[src/rtl/brew_sensor_pkg.sv]
// Shared definitions for the brewery sensor front end.
// Holds the ADC sequencer state encoding, the frame geometry and the
// open-sensor pattern. The top level and the averager import it.
package brew_sensor_pkg;

  typedef enum logic [2:0] {
    ST_IDLE,
    ST_SETUP,
    ST_SHIFT,
    ST_HOLD,
    ST_PROCESS
  } state_e;

  localparam int          FRAME_BITS    = 16;
  localparam logic [15:0] FAULT_PATTERN = 16'hFFFF;
  localparam int          LEVEL_MSB     = 15;
  localparam int          TEMP_MSB      = 7;
  localparam int          CH_W          = 8;

endpackage

[src/rtl/brew_boxcar_avg.sv]
// Boxcar averager for one 8-bit sensor channel.
// It collects 2^AVG_LOG2 samples, then presents their truncated mean and
// pulses done_o for one cycle. After that it starts a fresh window.
// Ports:
//   clk, reset  clock and synchronous active-high reset
//   add_i       accumulate sample_i this cycle
//   sample_i    8-bit sample
//   done_o      one-cycle strobe: mean_o was just updated
//   mean_o      mean of the last full window, held between strobes
module brew_boxcar_avg
  import brew_sensor_pkg::*;
#(
  parameter int AVG_LOG2 = 2
) (
  input  logic            clk,
  input  logic            reset,
  input  logic            add_i,
  input  logic [CH_W-1:0] sample_i,
  output logic            done_o,
  output logic [CH_W-1:0] mean_o
);

  // The accumulator is exactly wide enough for 2^AVG_LOG2 * 255.
  localparam int ACC_W = CH_W + AVG_LOG2;
  localparam int CNT_W = AVG_LOG2 + 1;
  localparam logic [CNT_W-1:0] LAST = CNT_W'((1 << AVG_LOG2) - 1);

  logic [ACC_W-1:0] acc_q, acc_d, sum;
  logic [CNT_W-1:0] cnt_q, cnt_d;
  logic [CH_W-1:0]  mean_q, mean_d;
  logic             done_q, done_d;

  always_comb begin
    sum    = acc_q + ACC_W'(sample_i);
    acc_d  = acc_q;
    cnt_d  = cnt_q;
    mean_d = mean_q;
    done_d = 1'b0;
    if (add_i) begin
      if (cnt_q == LAST) begin
        mean_d = sum[ACC_W-1:AVG_LOG2];
        done_d = 1'b1;
        acc_d  = '0;
        cnt_d  = '0;
      end else begin
        acc_d = sum;
        cnt_d = cnt_q + 1'b1;
      end
    end
  end

  always_ff @(posedge clk) begin
    if (reset) begin
      acc_q  <= '0;
      cnt_q  <= '0;
      mean_q <= '0;
      done_q <= 1'b0;
    end else begin
      acc_q  <= acc_d;
      cnt_q  <= cnt_d;
      mean_q <= mean_d;
      done_q <= done_d;
    end
  end

  assign done_o = done_q;
  assign mean_o = mean_q;

endmodule

[src/rtl/brew_sensor_frontend.sv]
// Brewery sensor front end. It polls a 2-channel serial ADC every
// SAMPLE_PERIOD cycles and drops open-sensor frames (all ones). It then
// boxcar-averages the good frames for each channel.
// Ports:
//   clk, reset    clock and synchronous active-high reset
//   adc_miso      ADC serial data, MSB first
//   adc_cs_n      ADC chip select, active low (registered)
//   adc_sclk      ADC serial clock, idles low (registered)
//   valid         one-cycle strobe: level_sensor/temperature updated
//   level_sensor  averaged tank level (frame bits 15:8)
//   temperature   averaged mash temperature (frame bits 7:0)
//   sensor_fault  last completed frame was the open-sensor pattern
module brew_sensor_frontend
  import brew_sensor_pkg::*;
#(
  parameter int CLK_DIV       = 4,
  parameter int SAMPLE_PERIOD = 1000,
  parameter int AVG_LOG2      = 2
) (
  input  logic       clk,
  input  logic       reset,
  input  logic       adc_miso,
  output logic       adc_cs_n,
  output logic       adc_sclk,
  output logic       valid,
  output logic [7:0] level_sensor,
  output logic [7:0] temperature,
  output logic       sensor_fault
);

  localparam int PW = (SAMPLE_PERIOD > 1) ? $clog2(SAMPLE_PERIOD) : 1;
  localparam int DW = (CLK_DIV > 1) ? $clog2(CLK_DIV) : 1;

  // Free-running sample period counter
  logic [PW-1:0] per_q, per_d;
  logic          tick;

  assign tick  = (per_q == PW'(SAMPLE_PERIOD - 1));
  assign per_d = tick ? '0 : per_q + 1'b1;

  // Sequencer
  state_e                state_q, state_d;
  logic [DW-1:0]         div_q, div_d;
  logic                  hi_q, hi_d;     // sclk phase within the current bit
  logic [3:0]            bit_q, bit_d;
  logic [FRAME_BITS-1:0] sh_q, sh_d;
  logic                  fault_q, fault_d;
  logic                  cs_n_q, cs_n_d;
  logic                  sclk_q, sclk_d;
  logic                  add;
  logic                  div_last;

  assign div_last = (div_q == DW'(CLK_DIV - 1));

  always_comb begin
    state_d = state_q;
    div_d   = div_q;
    hi_d    = hi_q;
    bit_d   = bit_q;
    sh_d    = sh_q;
    fault_d = fault_q;
    add     = 1'b0;
    unique case (state_q)
      ST_IDLE: begin
        div_d = '0;
        if (tick) state_d = ST_SETUP;
      end
      ST_SETUP: begin
        div_d = div_q + 1'b1;
        if (div_last) begin
          state_d = ST_SHIFT;
          div_d   = '0;
          hi_d    = 1'b0;
          bit_d   = '0;
        end
      end
      ST_SHIFT: begin
        div_d = div_q + 1'b1;
        if (div_last) begin
          div_d = '0;
          if (!hi_q) begin
            // sclk rises on this edge. Capture the bit the ADC is presenting.
            hi_d = 1'b1;
            sh_d = {sh_q[FRAME_BITS-2:0], adc_miso};
          end else begin
            hi_d = 1'b0;
            if (bit_q == 4'(FRAME_BITS - 1)) state_d = ST_HOLD;
            else                             bit_d   = bit_q + 1'b1;
          end
        end
      end
      ST_HOLD: begin
        div_d = div_q + 1'b1;
        if (div_last) begin
          state_d = ST_PROCESS;
          div_d   = '0;
        end
      end
      ST_PROCESS: begin
        state_d = ST_IDLE;
        if (sh_q == FAULT_PATTERN) begin
          fault_d = 1'b1;
        end else begin
          fault_d = 1'b0;
          add     = 1'b1;
        end
      end
      default: state_d = ST_IDLE;
    endcase
    // The pins are registered from the next state, so they line up with the state register.
    cs_n_d = !(state_d == ST_SETUP || state_d == ST_SHIFT || state_d == ST_HOLD);
    sclk_d = (state_d == ST_SHIFT) && hi_d;
  end

  always_ff @(posedge clk) begin
    if (reset) begin
      per_q   <= '0;
      state_q <= ST_IDLE;
      div_q   <= '0;
      hi_q    <= 1'b0;
      bit_q   <= '0;
      sh_q    <= '0;
      fault_q <= 1'b0;
      cs_n_q  <= 1'b1;
      sclk_q  <= 1'b0;
    end else begin
      per_q   <= per_d;
      state_q <= state_d;
      div_q   <= div_d;
      hi_q    <= hi_d;
      bit_q   <= bit_d;
      sh_q    <= sh_d;
      fault_q <= fault_d;
      cs_n_q  <= cs_n_d;
      sclk_q  <= sclk_d;
    end
  end

  logic lvl_done, tmp_done;

  brew_boxcar_avg #(.AVG_LOG2(AVG_LOG2)) u_avg_level (
    .clk      (clk),
    .reset    (reset),
    .add_i    (add),
    .sample_i (sh_q[LEVEL_MSB -: CH_W]),
    .done_o   (lvl_done),
    .mean_o   (level_sensor)
  );

  brew_boxcar_avg #(.AVG_LOG2(AVG_LOG2)) u_avg_temp (
    .clk      (clk),
    .reset    (reset),
    .add_i    (add),
    .sample_i (sh_q[TEMP_MSB -: CH_W]),
    .done_o   (tmp_done),
    .mean_o   (temperature)
  );

  // Both averagers share the add strobe, so the two done flags are always equal.
  assign valid        = lvl_done & tmp_done;
  assign adc_cs_n     = cs_n_q;
  assign adc_sclk     = sclk_q;
  assign sensor_fault = fault_q;

endmodule

[config.mk]
export PLATFORM = sky130hd
export DESIGN_NAME = brew_sensor_frontend
export DESIGN_NICKNAME = d
export VERILOG_FILES = /design/src/rtl/brew_sensor_pkg.sv /design/src/rtl/brew_boxcar_avg.sv /design/src/rtl/brew_sensor_frontend.sv
export SDC_FILE = /design/constraint.sdc
export NUM_CORES = 1
export LEC_CHECK = 0
export CAP_MARGIN = 0
export CORE_ASPECT_RATIO = 2
export CORE_UTILIZATION = 50
export DETAILED_ROUTE_END_ITERATION = 10
export PLACE_DENSITY = 0.68
export SYNTH_ARGS = -nofsm -noshare
export SYNTH_HDL_FRONTEND = slang
export SYNTH_HIERARCHICAL = 1
export SYNTH_SLANG_ARGS = --single-unit
export TNS_END_PERCENT = 1
[constraint.sdc]
create_clock -name clk -period 3.85 [get_ports clk]
set_clock_uncertainty 0.05 [all_clocks]
set_input_delay 0.5775 -clock clk [delete_from_list [all_inputs] [get_ports clk]]
set_output_delay 0.5775 -clock clk [all_outputs]
set_load 0.1 [all_outputs]
==> Word level (Yosys, flattened, before mapping) <==
Index checks and enable logic that the tools add are counted.
Widths: inputs -> output; s select.
{ "classes": {"addsub": 7, "eq_ne": 17, "n_mux": 27, "bitwise": 3, "n_reduce_logical": 14} }
{ "op_table": {"columns": ["op", "count"], "rows": [
  ["$mux 3", 8],
  ["$add 10x8->10", 2],
  ["$mux 10", 2],
  ["$eq 3x2->1 const B", 6],
  ["$eq 16x16->1 const B", 1],
  ["$mux 4", 4],
  ["$pmux 3 s4", 1],
  ["$add 10x1->10 const B", 1],
  ["$eq 10x10->1 const B", 1],
  ["$mux 1", 8],
  ["$ne 2x2->1 const B", 4],
  ["$pmux 4 s2", 1],
  ["$add 3x1->3 const B", 2],
  ["$eq 3x1->1 const B", 2],
  ["$reduce_and 5->1", 1],
  ["$add 4x1->4 const B", 1],
  ["$eq 4x4->1 const B", 1],
  ["$pmux 2 s2", 1],
  ["$reduce_and 2->1", 2],
  ["$reduce_bool 2->1", 2],
  ["$reduce_or 2->1", 2],
  ["$eq 3x3->1 const B", 1],
  ["$logic_not 3->1", 1],
  ["$reduce_and 3->1", 1],
  ["other kinds (10)", 12]
]} }
{ "totals": {"register_bits": 83, "input_bits": 3, "output_inout_bits": 20, "elab_cells": 85} }

==> Depth between registers and ports, before layout <==
Gate-level depths: netlist of the first run.
{ "depth": {"ltp_word": 9, "ltp_mapped": 12, "ltp_nobuf": 8} }

==> Modules after synthesis <==
Netlist of the first run, hierarchy kept.
{ "by_module_without_submodules": {"columns": ["mod", "instances", "cells_each", "area_per_inst_um2"], "rows": [
  ["brew_boxcar_avg", 2, 151, 1268.7],
  ["brew_sensor_frontend", 1, 195, 1702.9]
]} }

==> Worst setup path after synthesis of the first run <==
OpenSTA, ideal clock, no wires.
{ "synth_timing": {"path_type": "register -> register", "start": "reg state_q[2]", "end": "reg u_avg_level.mean_q[6] (netlist: u_avg_level/mean_o[6])", "arrival_time_ps": 1985, "setup_slack_ps": 1752, "stages_incl_launch_ff": 11, "path_cell_list": "dfxtp_1 -> buf_6 -> clkbuf_1 -> nand2_1 -> nor2_1 -> buf_4 -> nand2_1 -> or2_0 -> clkbuf_1 -> or4_1 -> nand3_1"} }
{ "synth_between": {"elab_chain_cells": 3} }
{ "synth_rtl": {"columns": ["item", "line_no", "rtl"], "rows": [
  ["from (decl)", "brew_sensor_frontend.sv:42", "state_e state_q, state_d;"],
  ["from (signal assigned)", "brew_sensor_frontend.sv:128", "state_q <= state_d;"],
  ["$eq 3x3->1", "brew_sensor_frontend.sv:63", "unique case (state_q)"],
  ["$mux 1", "brew_sensor_frontend.sv:63", null],
  ["via add", "brew_sensor_frontend.sv:50", "logic add;"],
  ["$reduce_and 2->1 (no line)", null, null],
  ["to (signal assigned)", "brew_boxcar_avg.sv:61", "mean_q <= mean_d;"],
  ["to (decl)", "brew_boxcar_avg.sv:30", "logic [CH_W-1:0] mean_q, mean_d;"]
]} }
The timed path passes the listed nets, and every way through them passes these cells.
A chain may end at the register's enable or synchronous reset.

==> Worst setup path in the final report of the first run <==
{ "layout_timing": {"start": "reg state_q[1]", "end": "reg u_avg_temp.mean_q[6] (netlist: u_avg_temp/mean_o[6])"} }
{ "layout_between": {"elab_chain_cells": 3} }
{ "layout_rtl": {"columns": ["item", "line_no"], "rows": [
  ["$eq 3x3->1", "brew_sensor_frontend.sv:63"],
  ["$mux 1", "brew_sensor_frontend.sv:63"],
  ["via add", "brew_sensor_frontend.sv:50"],
  ["$reduce_and 2->1 (no line)", null],
  ["to (signal assigned)", "brew_boxcar_avg.sv:61"],
  ["to (decl)", "brew_boxcar_avg.sv:30"]
]} }
The timed path passes the listed nets, and every way through them passes these cells.

==> flow_metrics.tcl, run 1 <==
set metrics [dict create \
    status "completed" \
    cts_resized 0 \
    whs_ns 0.410 \
    timing.final.crit_share 0.726 \
    fill_cells 753 \
    yosysTopAreaCell "dfxtp_1" \
    cts-root-buf "clkbuf_16" \
    finish.utilization 0.586 \
    drive_above_1_share 0.0849 \
    ant_nets 0 \
    grt_pass1_wl_mm 15.6 \
    coreArea_um2 8230 \
    cts.clk_slew.worst_paths_ns 0.06 \
    finalWirelength_mm 9.26 \
    drt_pass1_iterations 5 \
    grt_max_degree 37 \
    hpwlAfterDp_mm 6.87 \
    first_global_vias 3480 \
    slew_violations 0 \
    design_area_um2 4820 \
    clk_latency_ns 0.33 \
    rows 47 \
    vdd_drop_max_mv 0.193 \
    finalCriticalPeriod_ns 2.79 \
    p_clk_frac 0.510 \
    regArea_um2 1660 \
    pin_count 23 \
    start_util 0.515 \
    power.switching_mw 0.375 \
    place_area_um2 4500 \
    drtIter0Drc 152 \
    required_ns 4.07 \
    leakagePower_nw 1.75 \
    setup_tns_ns 0 \
    cts_tree "built" \
    die_area_um2 8870 \
    p_per_area_nw_per_um2 377 \
    multi_input_area_um2 2390 \
    yosysSeqAreaShare 0.392 \
    syn_nets 525 \
    hold_buffers 0 \
    worstHoldStart "u_avg_temp/mean_o[0]$_SDFFE_PP0P_" \
    max_freq_mhz 358 \
    portBuffers 22 \
    synth_top_cell_area_share 0.392 \
    placed_cells 600 \
    drc 0 \
    path_class "flop to flop" \
    reg2regPathDepth 7 \
    power_frac_comb 0.016 \
    die_w_um 67.1 \
    clock_path_buffers 2 \
    die_h_um 132 \
    hold-path-cell-count 2 \
    cts_buffers 9 \
    groute.usage.overall 0.229 \
    crit_start "state_q[1]$_SDFF_PP0_" \
    cp-start-kind "flop" \
    rsz0062_at_grt "false" \
    synth_seq_cells 83 \
    antenna_cells 0 \
    synth_most_common_cell "dfxtp_1" \
    switching_share 0.206 \
    hold_path.class "flop to flop" \
    synth_area_leaders "dfxtp_1 (39%), ha_1 (6.8%), nand2_1 (5.9%)" \
    power_mw 1.82 \
    wire_per_inst_um 15.0 \
    gp_congestion 0.936 \
    h-tree-depth 3 \
    syn_area_per_cell_um2 8.53 \
    crit_path_end_kind "flop" \
    synth-async-reset-ratio 0 \
    r2r_start "state_q[1]$_SDFF_PP0_" \
    internal_power_mw 1.44 \
    crit_fanout 14 \
    cp.arrival_ns 3.02 \
    num_vias 3601 \
    synth_edf_count 0 \
    synthesis.area_um2 4240 \
    layout.nets 541 \
    setup_violations 0 \
    slew_headroom 0.346 \
    antenna_found_initial 0 \
    synth_warnings 6 \
    area_growth_pct 13.8 \
    overflow 0 \
    synth_cell_types 61 \
    synthTopCellsByCount "dfxtp_1 (83), nand2_1 (67), nor2_1 (57)" \
    synth_cells 497 \
    hold_violations 0 \
    ys.flop_type "dfxtp_1" \
    final_cells 616 \
    tightest_slew_ns 0.978 \
    clock-sinks 83 \
    drv_cap 0 \
    via_per_inst 5.85 \
    finalWorstSetupSlack_ns 1.06 \
    post_cts_buffers 0 \
    place_ws_ns 1.06 \
    seqPwrFrac 0.474 \
]
==> state kept, by name (all words and copies together), names as in the netlist, 2 cells and up <==
register / flops
u_avg_temp/mean_o: 8
u_avg_level/cnt_q: 3
state_q: 3
u_avg_level/mean_o: 8
per_q: 10
u_avg_level/acc_q: 10
u_avg_temp/cnt_q: 3
u_avg_temp/acc_q: 10
bit_q: 4
div_q: 2
sh_q: 16
==> logic make-up after synthesis <==
group,count (synthesis),share of synthesized area
muxes,4,0.0100
and+or+nand+nor,221,0.266
adders and majority gates,25,0.0773
buffers and inverters,41,0.0448
xor gates and xnor gates,19,0.0392
AOI/OAI and AO/OA,104,0.170
DFF,83,0.392
==> cells in the final DEF (no fill, tap or decap), types with 3 or more instances in the layout <==
master	instances
nand2b_1	8
clkdlybuf4s50_1	21
a21oi_2	3
a21oi_1	41
xor2_1	6
nor4_1	11
a21o_1	3
nand3b_1	4
dfxtp_1	83
nor2_1	57
inv_1	18
a22oi_1	6
clkbuf_16	9
nand3_1	14
o31ai_1	4
buf_4	6
nor3_1	11
nand4b_1	3
o21ai_0	12
nand4_1	7
nor3b_1	3
a31oi_1	5
or3_1	3
xnor2_1	13
a211o_1	5
inv_6	3
nor2b_1	5
nand2_1	67
and2_1	5
o21a_1	6
o21bai_1	3
ha_1	23
o32ai_1	4
==> power by group through the flow <==
stage | clock network, mW | logic, mW | registers, mW
2_1_floorplan | 0 | 0.0212 | 0.882
3_3_place_gp | 0 | 0.0278 | 0.882
3_5_place_dp | 0 | 0.0286 | 0.883
4_1_cts | 0.954 | 0.0290 | 0.863
5_1_grt | 0.990 | 0.0319 | 0.863
6_report | 0.928 | 0.0283 | 0.863
==> per-layer routing <==
layer / wire (um) / track usage / part of all wire
met4: 419 / 0.137 / 0.045
met5: 0 / 0 / 0
met3: 241 / 0.0484 / 0.026
met1: 3540 / 0.241 / 0.38
met2: 5060 / 0.396 / 0.55
==> layout make-up <==
| type | instances | share of cell area |
|---|---|---|
| clock buffer | 9 | 0.0467 |
| clock inverter | 7 | 0.0205 |
| inverter | 18 | 0.0140 |
| multi-input combinational | 373 | 0.495 |
| sequential | 83 | 0.344 |
| tap | 98 | 0.0254 |
| timing repair buffer | 28 | 0.0539 |
==> worst paths after layout <==
kind,to,slack (ns)
max,u_avg_temp/mean_o[6]$_SDFFE_PP0P_,1.06
min,u_avg_temp/mean_o[0]$_SDFFE_PP0P_,0.41
max reg2reg,u_avg_temp/mean_o[6]$_SDFFE_PP0P_,1.06
min reg2reg,u_avg_temp/mean_o[0]$_SDFFE_PP0P_,0.41
==> worst max-delay path, cell delays in order (launching register included) <==
cell and delay (ns):
dfxtp_1 0.37, nor2_1 0.31, nand2_1 0.10, nor2_1 0.57, nand2_1 0.18, or2_0 0.50, or4_1 0.56, nand3_1 0.09
(Power assumes the default switching activity.)
==> run 2: changes to the inputs <==
PLACE_DENSITY = 0.71   (was 0.68)
clock period = 2.3 ns   (was 3.85 ns; I/O delays follow)
==> flow_metrics.tcl, run 2 (synthesized netlist as in run 1, its figures left out) <==
set metrics [dict create \
    setup_tns_ns 0 \
    portBuffers 22 \
    place_area_um2 4530 \
    seqPwrFrac 0.485 \
    groute.usage.overall 0.225 \
    p_clk_frac 0.498 \
    tightest_slew_ns 0.634 \
    antenna_cells 0 \
    mostFrequentLayoutCells "dfxtp_1 (82), nand2_1 (67), nor2_1 (56)" \
    top_register "sh_q" \
    power_frac_comb 0.017 \
    start_util 0.515 \
    h-tree-depth 3 \
    crit_path_end_kind "flop" \
    setup_violations 0 \
    hold_violations 0 \
    hold_buffers 0 \
    drc 0 \
    pin_count 23 \
    multi_input_area_um2 2400 \
    cp.arrival_ns 2.32 \
    leakagePower_nw 1.82 \
    finalWirelength_mm 9.19 \
    critical_path.most_common_cell "nor2_1" \
    regArea_um2 1660 \
    finalWorstSetupSlack_ns 0.154 \
    final_cells 622 \
    antenna_found_initial 0 \
    cp-start-kind "flop" \
    internal_power_mw 2.36 \
    drv_cap 0 \
    cts.clk_slew.worst_paths_ns 0.06 \
    crit_fanout 7 \
    p_per_area_nw_per_um2 613 \
    slew_violations 0 \
    wire_per_inst_um 14.8 \
    cts_buffers 9 \
    coreArea_um2 8230 \
    first_global_vias 3424 \
    vdd_drop_max_mv 0.385 \
    finalCriticalPeriod_ns 2.15 \
    rows 47 \
    slew_headroom 0.577 \
    die_area_um2 8870 \
    switching_share 0.208 \
    fill_cells 787 \
    path_class "flop to flop" \
    final_common_cell "dfxtp_1" \
    drive_above_1_share 0.143 \
    place_ws_ns 0.0846 \
    timing.final.crit_share 0.933 \
    die_h_um 132 \
    gp_congestion 0.870 \
    largest_reg_flops 16 \
    hold_path.class "flop to flop" \
    required_ns 2.47 \
    drt_pass1_iterations 4 \
    ant_nets 0 \
    cts_tree "built" \
    critical_path.slowest_cell "nor2_1" \
    placed_cells 606 \
    drtIter0Drc 132 \
    status "completed" \
    clk_latency_ns 0.33 \
    clock-sinks 83 \
    area_growth_pct 14.7 \
    cp_cell_sequence "nor2_1, nand2_1, nor2_1, nand2_1, nor2_1, nor2_1, and2_1, mux2_2" \
    design_area_um2 4860 \
    max_freq_mhz 466 \
    rsz0062_at_grt "false" \
    cts-root-buf "clkbuf_16" \
    num_vias 3522 \
    power.switching_mw 0.620 \
    layout.nets 547 \
    grt_pass1_wl_mm 15.4 \
    die_w_um 67.1 \
    max_stage_delay_ns 0.39 \
    via_per_inst 5.66 \
    clock_path_buffers 2 \
    overflow 0 \
    whs_ns 0.397 \
    hpwlAfterDp_mm 6.82 \
    grt_max_degree 45 \
]
run 2: cell count changes in the layout (fill, tap and decap cells not counted), moves of 2 or more:
cell,delta
inv_6,-3
buf_4,+23
clkbuf_8,+2
clkdlybuf4s50_1,-20
buf_12,+3
a21oi_1,-2
a21oi_2,+2
clkinvlp_4,+2
run 2: layout make-up:
type	count	area share
repair buffers	34	0.0602
clock inverters	5	0.0126
clock buffers	11	0.0520
multi-input cells	373	0.494
well taps	98	0.0252
flip-flops and latches	83	0.342
inverters	18	0.0139
run 2: final timing paths:
kind | startpoint | end | slack (ns) | depth (start not counted)
max | state_q[1]$_SDFF_PP0_ | u_avg_temp/acc_q[9]$_SDFFE_PP0P_ | 0.15 | 8
max reg2reg | state_q[1]$_SDFF_PP0_ | u_avg_temp/acc_q[9]$_SDFFE_PP0P_ | 0.15 | 8
min | per_q[0]$_SDFF_PP0_ | per_q[0]$_SDFF_PP0_ | 0.40 | 1
min reg2reg | per_q[0]$_SDFF_PP0_ | per_q[0]$_SDFF_PP0_ | 0.40 | 1
run 2: routing by layer:
layer,vias up,wire (um),global-route usage
met1,1677,3650,0.233
met5,-,0,0
met2,39,5130,0.411
met4,0,236,0.105
met3,13,172,0.0433
li1,1793,-,-
run 2: power groups by stage:
stage	logic, mW	registers, mW	clock network, mW
after CTS	0.0496	1.44	1.51
after detailed placement	0.0494	1.48	0
final	0.0495	1.44	1.49
after global routing	0.0543	1.44	1.58
after floorplan	0.0355	1.48	0
after global placement	0.0484	1.48	0
run 2: through the flow:
stage | total power, mW | utilization
floorplan | 1.51 | -
global placement | 1.53 | 0.551
detailed placement | 1.53 | 0.551
CTS | 3.01 | 0.589
global route | 3.08 | 0.591
finish | 2.98 | 0.591
run 2: worst max-delay path, delay by kind of cell (launching register included):
kind,cells,cell delay [ns]
muxes,1,0.25
DFF,1,0.37
and+or+nand+nor,7,1.35
run 2: timing repair:
action / in CTS / in global routing
setup endpoints to repair: 0 / 5
setup buffers: 0 / 0
resized for setup: 0 / 5
==> run 3: changes to the inputs <==
PLACE_DENSITY = 0.68   (was 0.71)
clock period = 2.2 ns   (was 2.3 ns; I/O delays follow)
==> flow_metrics.tcl, run 3 (synthesized netlist as in run 1, its figures left out) <==
set metrics [dict create \
    status "completed" \
    antenna_cells 0 \
    gp_congestion 0.920 \
    grt_max_degree 24 \
    tightest_slew_ns 0.502 \
    clk_latency_ns 0.34 \
    cts_buffers 9 \
    num_vias 3568 \
    power_frac_comb 0.017 \
    switching_share 0.220 \
    grt_pass1_wl_mm 15.2 \
    finalWirelength_mm 9.24 \
    drc 0 \
    drt_pass1_iterations 4 \
    cts_tree "built" \
    crit_path_end_kind "flop" \
    die_h_um 132 \
    final_common_cell "dfxtp_1" \
    p_clk_frac 0.494 \
    clock_path_buffers 2 \
    overflow 0 \
    path_buf_inv 1 \
    p_per_area_nw_per_um2 623 \
    rows 47 \
    start_util 0.515 \
    slew_violations 0 \
    wire_per_inst_um 14.6 \
    seqPwrFrac 0.489 \
    h-tree-depth 3 \
    drtIter0Drc 162 \
    cp.arrival_ns 2.31 \
    groute.usage.overall 0.225 \
    power.switching_mw 0.680 \
    required_ns 2.43 \
    ant_nets 0 \
    setup_tns_ns 0 \
    finalCriticalPeriod_ns 2.08 \
    cp_cell_sequence "ha_1, inv_1, fa_1, nand2b_1, a21oi_2, a21oi_1, or4_1, nand3_1" \
    whs_ns 0.382 \
    post_cts_buffers 0 \
    pin_count 23 \
    via_per_inst 5.62 \
    largest_reg_flops 16 \
    cp-start-kind "flop" \
    portBuffers 22 \
    hold_path.class "input port to flop" \
    drv_cap 0 \
    setup_violations 0 \
    first_global_vias 3438 \
    path_class "flop to flop" \
    coreArea_um2 8230 \
    top_register "sh_q" \
    slew_headroom 0.664 \
    antenna_found_initial 0 \
    max_freq_mhz 481 \
    internal_power_mw 2.41 \
    cts-root-buf "clkbuf_16" \
    crit_family "simple AND/OR/NAND/NOR gates" \
    cts.clk_slew.worst_paths_ns 0.06 \
    layout.nets 560 \
    hpwlAfterDp_mm 7.01 \
    drive_above_1_share 0.173 \
    leakagePower_nw 1.87 \
    crit_fanout 4 \
    max_stage_delay_ns 0.41 \
    critical_path.slowest_cell "or4_1" \
    hold_violations 0 \
    fill_cells 765 \
    die_area_um2 8870 \
    finish.utilization 0.602 \
    clock-sinks 83 \
    timing.final.crit_share 0.944 \
    vdd_drop_max_mv 0.401 \
    die_w_um 67.1 \
    area_growth_pct 16.9 \
    rsz0062_at_grt "false" \
    mostFrequentLayoutCells "dfxtp_1 (81), nand2_1 (67), nor2_1 (56)" \
]
[run 3: worst paths after layout]
kind	from	end	slack [ns]	depth (start not counted)
worst min register to register	per_q[0]$_SDFF_PP0_	per_q[0]$_SDFF_PP0_	0.40	1
worst max register to register	sh_q[8]$_SDFFE_PP0P_	u_avg_level/mean_o[6]$_SDFFE_PP0P_	0.12	8
worst min-delay path	reset	u_avg_level/mean_o[3]$_SDFFE_PP0P_	0.38	2
worst max-delay path	sh_q[8]$_SDFFE_PP0P_	u_avg_level/mean_o[6]$_SDFFE_PP0P_	0.12	8
[run 3: layout make-up]
cell class / instances / area (um^2) / area share
multi-input combinational: 373 / 2440 / 0.491
tap: 98 / 123 / 0.0247
sequential: 83 / 1660 / 0.336
clock inverter: 7 / 77.6 / 0.0156
clock buffer: 9 / 225 / 0.0454
inverter: 18 / 67.6 / 0.0136
timing repair buffer: 47 / 365 / 0.0737
[run 3: routing by layer]
metal,global-route usage,part of all wire,vias up
met3,0.0458,0.022,23
met2,0.400,0.54,46
met4,0.122,0.041,0
met1,0.235,0.39,1686
li1,-,-,1813
met5,0,0,-
[run 3: repair_timing]
| item | in CTS | in global routing |
|---|---|---|
| hold buffers | 0 | 0 |
| gates resized for setup | 0 | 11 |
| setup endpoints to repair | 0 | 9 |
[run 3: power by group through the flow]
stage / combinational [mW] / clock (mW) / sequential [mW]
floorplan: 0.0371 / 0 / 1.54
global placement: 0.0532 / 0 / 1.54
finish: 0.0536 / 1.53 / 1.51
global route: 0.0594 / 1.61 / 1.51
CTS: 0.0544 / 1.56 / 1.51
detailed placement: 0.0543 / 0 / 1.54
[run 3: stage by stage]
step	total power [mW]	setup slack [ns]	std cells	instance area (um^2)
global placement	1.60	0.0760	619	4610
floorplan	1.58	0.102	497	4240
global route	3.18	0.00105	635	4960
detailed placement	1.60	0.0230	619	4610
CTS	3.12	0.00737	635	4910
finish	3.09	0.122	635	4960
